<file path="config.mk">
export PLATFORM = sky130hd
export DESIGN_NAME = shift_add_multiplier
export DESIGN_NICKNAME = d
export VERILOG_FILES = /design/src/rtl/shift_add_multiplier.sv
export SDC_FILE = /design/constraint.sdc
export NUM_CORES = 1
export LEC_CHECK = 0
export ABC_CLOCK_PERIOD_IN_PS = 7700
export CAP_MARGIN = 30
export CORE_ASPECT_RATIO = 1.4
export CORE_UTILIZATION = 55
export CTS_CLUSTER_SIZE = 10
export DETAILED_ROUTE_END_ITERATION = 7
export MAX_ROUTING_LAYER = met4
export PLACE_DENSITY_LB_ADDON = 0.08
export SLEW_MARGIN = 20
export SYNTH_ARGS = -nofsm -noshare
export SYNTH_HDL_FRONTEND = slang
export SYNTH_SLANG_ARGS = --single-unit
</file>
<file path="constraint.sdc">
create_clock -name clk -period 7.7 [get_ports clk]
set_input_delay 2.31 -clock clk [delete_from_list [all_inputs] [get_ports clk]]
set_output_delay 2.31 -clock clk [all_outputs]
set_load 0.05 [all_outputs]
</file>
<file path="src/rtl/shift_add_multiplier.sv">
// Sequential 8x8 unsigned shift-and-add multiplier with valid/ready handshakes.
// Also contains the 16-bit ripple add/sub datapath that the multiplier drives.

module Sixteen_b_full_adder (
   input  logic [15:0] A,
   input  logic [15:0] B,
   input  logic        X,
   input  logic        c_in,
   output logic [15:0] S,
   output logic        c_out
);

   logic [15:0] bx;
   logic        carry;

   // X selects subtraction by inverting B; the caller supplies the matching c_in.
   always_comb begin
      bx    = B ^ {16{X}};
      carry = c_in;
      S     = '0;
      for (int i = 0; i < 16; i++) begin
         S[i]  = A[i] ^ bx[i] ^ carry;
         carry = (A[i] & bx[i]) | (carry & (A[i] ^ bx[i]));
      end
      c_out = carry;
   end

endmodule

module shift_add_multiplier #(
   parameter int unsigned WIDTH = 8
) (
   input  logic                 clk,
   input  logic                 rst,
   input  logic                 in_valid,
   output logic                 in_ready,
   input  logic [WIDTH-1:0]     in_a,
   input  logic [WIDTH-1:0]     in_b,
   output logic                 out_valid,
   input  logic                 out_ready,
   output logic [2*WIDTH-1:0]   out_product,
   output logic                 out_zero,
   output logic                 busy
);

   generate
      if (WIDTH != 8) begin : g_width_check
         $error("shift_add_multiplier supports WIDTH == 8 only");
      end
   endgenerate

   typedef enum logic [1:0] {StIdle, StBusy, StDone} state_t;

   state_t             state;
   logic [2*WIDTH-1:0] a_sh;
   logic [WIDTH-1:0]   b_sh;
   logic [2*WIDTH-1:0] p;
   logic [2:0]         cnt;
   logic [2*WIDTH-1:0] sum;
   logic               add_cout;
   logic [2*WIDTH-1:0] p_next;

   Sixteen_b_full_adder u_adder (
      .A     (p),
      .B     (a_sh),
      .X     (1'b0),
      .c_in  (1'b0),
      .S     (sum),
      .c_out (add_cout)
   );

   always_comb begin
      p_next = b_sh[0] ? sum : p;
   end

   always_ff @(posedge clk) begin
      if (rst) begin
         state       <= StIdle;
         a_sh        <= '0;
         b_sh        <= '0;
         p           <= '0;
         cnt         <= '0;
         in_ready    <= 1'b1;
         out_valid   <= 1'b0;
         out_product <= '0;
         out_zero    <= 1'b0;
         busy        <= 1'b0;
      end else begin
         unique case (state)
            StIdle: begin
               if (in_valid && in_ready) begin
                  a_sh     <= {{WIDTH{1'b0}}, in_a};
                  b_sh     <= in_b;
                  p        <= '0;
                  cnt      <= '0;
                  in_ready <= 1'b0;
                  busy     <= 1'b1;
                  state    <= StBusy;
               end
            end
            StBusy: begin
               p    <= p_next;
               a_sh <= a_sh << 1;
               b_sh <= b_sh >> 1;
               cnt  <= cnt + 3'd1;
               // Fixed eight iterations; no early exit when b_sh empties.
               if (cnt == 3'd7) begin
                  busy        <= 1'b0;
                  out_valid   <= 1'b1;
                  out_product <= p_next;
                  out_zero    <= (p_next == '0);
                  state       <= StDone;
               end
            end
            StDone: begin
               if (out_ready) begin
                  out_valid <= 1'b0;
                  in_ready  <= 1'b1;
                  state     <= StIdle;
               end
            end
            default: state <= StIdle;
         endcase
      end
   end

endmodule
</file>
==> metrics.txt, run 1 <==
clock slew at reported path FFs=0.06 ns; TritonCTS clock tree=built; Critical Path RT=slightly below 8 ns; Pint=0.546 mW; die height=90.9 um; drc violations=0; power share of the clock group=between 30% and 40%; most common cell in the synthesized netlist=dfxtp_1; antenna-violating nets left=0; CP dominant cell by count=fa_1; share of layout cells above drive strength 1=a little over a tenth; cells after synthesis=312; Leakage=about 1.4 nW; Tcrit/Tclk final=89.5%; DR vias/cell=approximately 5.8; clk_lat worst skew=around 0.34 ns; top cell type's share of synthesized area=41.9%; synthesized area per cell=about 10 um2; # Max-Cap Violations=0; cell chain of the critical path=ha_1, inv_1, fa_1, inv_1, fa_1, fa_1, fa_1, fa_1, fa_1, fa_1, fa_1, fa_1, fa_1, fa_1, fa_1, inv_1, fa_1, inv_1, fa_1, or3b_1, a211oi_1, o221ai_1, o31ai_1; Clock Path Buffers=2; routability congestion estimate=about 0.84; setup TNS=0 ns; Slowest Stage Delay on Critical Path=0.47 ns; Final Max Tran Viols=0; row count=32; GR Overflow Total=0; Area contributors post-synth=dfxtp_1 (42%), fa_1 (9.0%), mux2i_1 (8.7%), nor2_1 (6.8%), a22oi_1 (6.5%); Peak VDD IR=0.187 mV; slowest CP cell=fa_1; met1 Track Usage GR=27.7%; CTS Buf Count=9; Slew @ Worst Pin=approximately 0.90 ns; met2 usage=about 37%; Avg WL per Cell=14.7 um; most frequent cells after synthesis=dfxtp_1 (65), nor2_1 (56), a22oi_1 (27), mux2i_1 (27), a211oi_1 (24); Synth area leader=dfxtp_1; die width=about 65 um; switching part of the total=between 20% and 30%; setup repair after global routing missed its margin=false; area delta synth->final=18.1%; Setup crit end kind=register; root buffer cell=clkbuf_8; largest net degree at the start of global routing=67; GRT Max-Usage Layer=met2; PD cells=200 nW/um2; clock period minus worst slack=around 7 ns; async set-reset flop share out of synthesis=0%; Worst Clk Skew=between 0.007 and 0.008 ns; die area=5950 um2; status=completed; met3 usage=~3.8%; NumNets Final=~380; IO Count=40; post-layout util=around two thirds; Multi-input gate area=approximately 1600 um2; H-tree depth=3; area of the core=5490 um2; count of final hold-check violations=0; #FFs+latches synth=65; post-CTS setup buffer count=0; gr usage total=a little under a quarter; flop2flop setup slack=~0.81 ns; startpoint types=register; cts repair resizes=0; Synth Cell Area=roughly 3100 um2; switching power=around 0.19 mW; fill count=around 460; Final setup viols=0; Worst Path Max Fanout=3; Synth cell types=44; Min-Delay Path Class=register to register; FF+latch area=~1300 um2; IO Port Bufs=39; Flop pwr share=49.0%; YS warnings=0; combinational share of power=12.9%; sequential area share after synthesis=41.9%; vias=approximately 2400; Rel. slew slack=40.0%; maximum clock rate=between 100 and 150 MHz; cts hold-fix bufs=0; Antenna Cells=0; Setup Crit Path Kind=register to register; drt first pass iters=4; Initial DRC Count=~100; number of global-route vias before repair=approximately 2300; first-pass GRT wire length=10300 um; predominant post-synthesis flop cell=dfxtp_1; Clock Sinks=between 60 and 70; WP data arrival=7.14 ns; DP Wirelength=4240 um; Synthesized Nets=about 350; initial core utilization=a little under three fifths; DRT Wirelength=6170 um; initial antenna violation count=0; number of flops mapped to enable cells by yosys=0
[state kept, by name, indices dropped and copies added, names as in the netlist]
| name | cells |
|---|---|
| a_sh | 16 |
| out_product | 16 |
| p | 16 |
| b_sh | 8 |
| cnt | 3 |
| state | 2 |
| busy | 1 |
| in_ready | 1 |
| out_valid | 1 |
| out_zero | 1 |
[layout by cell type (no fill, tap or decap), types with 4 or more instances in the layout]
master	instances
dfxtp_1	65
clkdlybuf4s50_1	38
fa_1	14
nor4_1	4
nor2_1	56
a211oi_2	4
a211oi_1	24
nand2_1	9
nor2_2	4
inv_1	14
buf_4	5
mux2i_1	27
clkbuf_8	10
a22oi_1	27
a21oi_1	7
[layout make-up]
type	instances	share of cell area (%)
clock buffer	13	4.06
clock inverter	3	1.09
inverter	14	1.43
multi-input combinational	212	44.0
sequential	65	35.5
tap	68	2.32
timing repair buffer	44	11.5
[logic make-up after synthesis]
kind of cell | count (synthesis) | share of synthesized area, %
buf+inv | 35 | 6.09
simple gates | 93 | 14.3
mux | 28 | 9.07
xor+xnor | 1 | 0.282
compound gates | 73 | 18.1
fa+ha+maj | 17 | 10.2
flops | 65 | 41.9
[power by group through the flow]
stage	Combinational (mW)	Sequential, mW	Clock, mW
floorplan	0.0672	0.368	0
finish	0.0947	0.359	0.279
CTS	0.0945	0.359	0.285
global placement	0.0927	0.367	0
global route	0.104	0.361	0.298
detailed placement	0.0939	0.367	0
[through the flow]
step	instances	area [um2]	power (mW)	hold WS (ns)	setup slack (ns)
floorplan	312	3100	0.435	0.446	1.17
global placement	402	3470	0.459	0.452	0.988
detailed placement	402	3470	0.461	0.453	0.837
CTS	418	3660	0.739	0.465	0.828
global route	419	3660	0.763	0.476	0.562
finish	419	3660	0.733	0.463	0.810
[critical path, delay by kind of cell, from the launching register on]
family / cells / cell delay, ns
DFF: 1 / 0.33
buffers and inverters: 4 / 0.23
AOI/OAI and AO/OA: 3 / 0.59
and+or+nand+nor: 1 / 0.39
adders and majority gates: 15 / 5.25
[worst paths after layout]
path,depth (start not counted),from,end
max,23,a_sh[0],out_zero
min,2,busy,busy
min reg2reg,2,busy,busy
max reg2reg,23,a_sh[0],out_zero
[routing by layer]
metal  vias to the layer above  share of wire, %
met5                         -                 0
met4                         0               2.9
met3                        18               3.9
met2                        77                47
met1                      1142                46
li1                       1183                 -
No activity file was read; power rests on OpenSTA's default activity.
==> run 2: changes to the inputs <==
Settings changed: CORE_MARGIN set to 2.
==> run 2 against run 1 <==
Effect of this change: cell area is 0.55% lower; global-route usage is 0.32 points higher; clock-buffer cell count stayed put; clock skew is 0.0036 ns lower; critical path type unchanged.
==> metrics.txt, run 2 (same netlist as run 1, synthesis figures left out) <==
IO Count=40; Area after DPL=roughly 3500 um2; IO Port Bufs=39; Tcrit/Tclk final=89.5%; Rel. slew slack=around two fifths; Antenna Cells=0; post-CTS setup buffer count=0; largest net degree at the start of global routing=67; Worst Reg-to-Reg Cells=23; TritonCTS clock tree=built; Clock Sinks=65; routability congestion estimate=~0.9; clock period minus worst slack=6.89 ns; die height=between 90 and 100 um; Avg WL per Cell=15.3 um; WP data arrival=about 7.1 ns; number of global-route vias before repair=approximately 2200; count of final hold-check violations=0; DP Worst Slack=between 0.8 and 0.9 ns; area delta synth->final=17.4%; Tot Pwr=approximately 0.71 mW; status=completed; CTS Buf Count=9; Final WS setup=~0.8 ns; drt first pass iters=4; die area=approximately 6300 um2; Setup Crit Path Kind=register to register; cts hold-fix bufs=0; root buffer cell=clkbuf_8; Peak VDD IR=0.140 mV; final cell count without fillers=~420; DRT Wirelength=6370 um; Clock Path Buffers=2; Worst Path Max Fanout=3; cts repair resizes=0; NumNets Final=approximately 380; H-tree depth=3; startpoint types=register; share of layout cells above drive strength 1=about a tenth; DP Cell Count=about 400; # Max-Cap Violations=0; hold slack=0.463 ns; Slew @ Worst Pin=between 0.9 and 1 ns; Worst Clk Skew=just over 0.004 ns; antenna-violating nets left=0; largest registers=a_sh: 16 flops, out_product: 16 flops, p: 16 flops; DP Wirelength=4360 um; setup repair after global routing missed its margin=false; gr usage total=a little under a quarter; Final Max Tran Viols=0; PD cells=195 nW/um2; drc violations=0; DR vias/cell=about 5.7; clock slew at reported path FFs=~0.06 ns; area of the core=5490 um2; die width=slightly below 70 um; cell area after layout=approximately 3600 um2; Leakage=between 1 and 1.5 nW; vias=roughly 2400; first-pass GRT wire length=between 10000 and 15000 um; initial core utilization=a little under three fifths; commonest non-fill, non-tap cell in the layout=dfxtp_1; clk_lat worst skew=0.34 ns; post-layout util=between 60% and 70%; Setup crit end kind=register; Hold Crit Depth=2; commonest non-fill, non-tap cells in the layout=dfxtp_1 (65), nor2_1 (56), clkdlybuf4s50_1 (38), a22oi_1 (27), mux2i_1 (27); GR Overflow Total=0; row count=32; maximum clock rate=145 MHz; Critical Path RT=7.95 ns; setup TNS=0 ns; Final setup viols=0; initial antenna violation count=0; Min-Delay Path Class=register to register; Initial DRC Count=approximately 170
[run 2: cell type report]
class	count	area, um2
Clock buffer	13	169
Fill cell	444	1840
Inverter	14	52.6
Multi-Input combinational cell	212	1610
Sequential cell	65	1300
Tap cell	68	85.1
Timing Repair Buffer	44	423
[run 2: where the power goes]
| part | switching (mW) | total [mW] | internal, mW |
|---|---|---|---|
| registers | 0.0112 | 0.360 | 0.348 |
| logic | 0.0548 | 0.0949 | 0.0401 |
| clock network | 0.117 | 0.255 | 0.138 |
[run 2: worst max-delay path, cell delays in order (launching register included)]
cell and delay [ns]:
dfxtp_1 0.33, ha_1 0.19, inv_1 0.06, fa_1 0.15, inv_1 0.05, fa_1 0.39, fa_1 0.39, fa_1 0.39
fa_1 0.39, fa_1 0.40, fa_1 0.41, fa_1 0.39, fa_1 0.39, fa_1 0.39, fa_1 0.40, fa_1 0.38
inv_1 0.08, fa_1 0.15, inv_1 0.05, fa_1 0.47, or3b_1 0.39, a211oi_1 0.21, o221ai_1 0.16, o31ai_1 0.20
[run 2: final timing paths]
| path | start | end | slack, ns |
|---|---|---|---|
| setup / recovery | a_sh[0] | out_zero | 0.81 |
| hold / removal | out_product[1] | out_product[1] | 0.46 |
| setup reg to reg | a_sh[0] | out_zero | 0.81 |
| hold reg to reg | out_product[1] | out_product[1] | 0.46 |
[run 2: per-layer routing]
metal	track usage, %	wire length, um	vias up
li1	-	-	1175
met1	30.9	2950	1131
met2	34.9	3050	60
met3	5.22	257	10
met4	9.86	116	0
met5	-	0	-
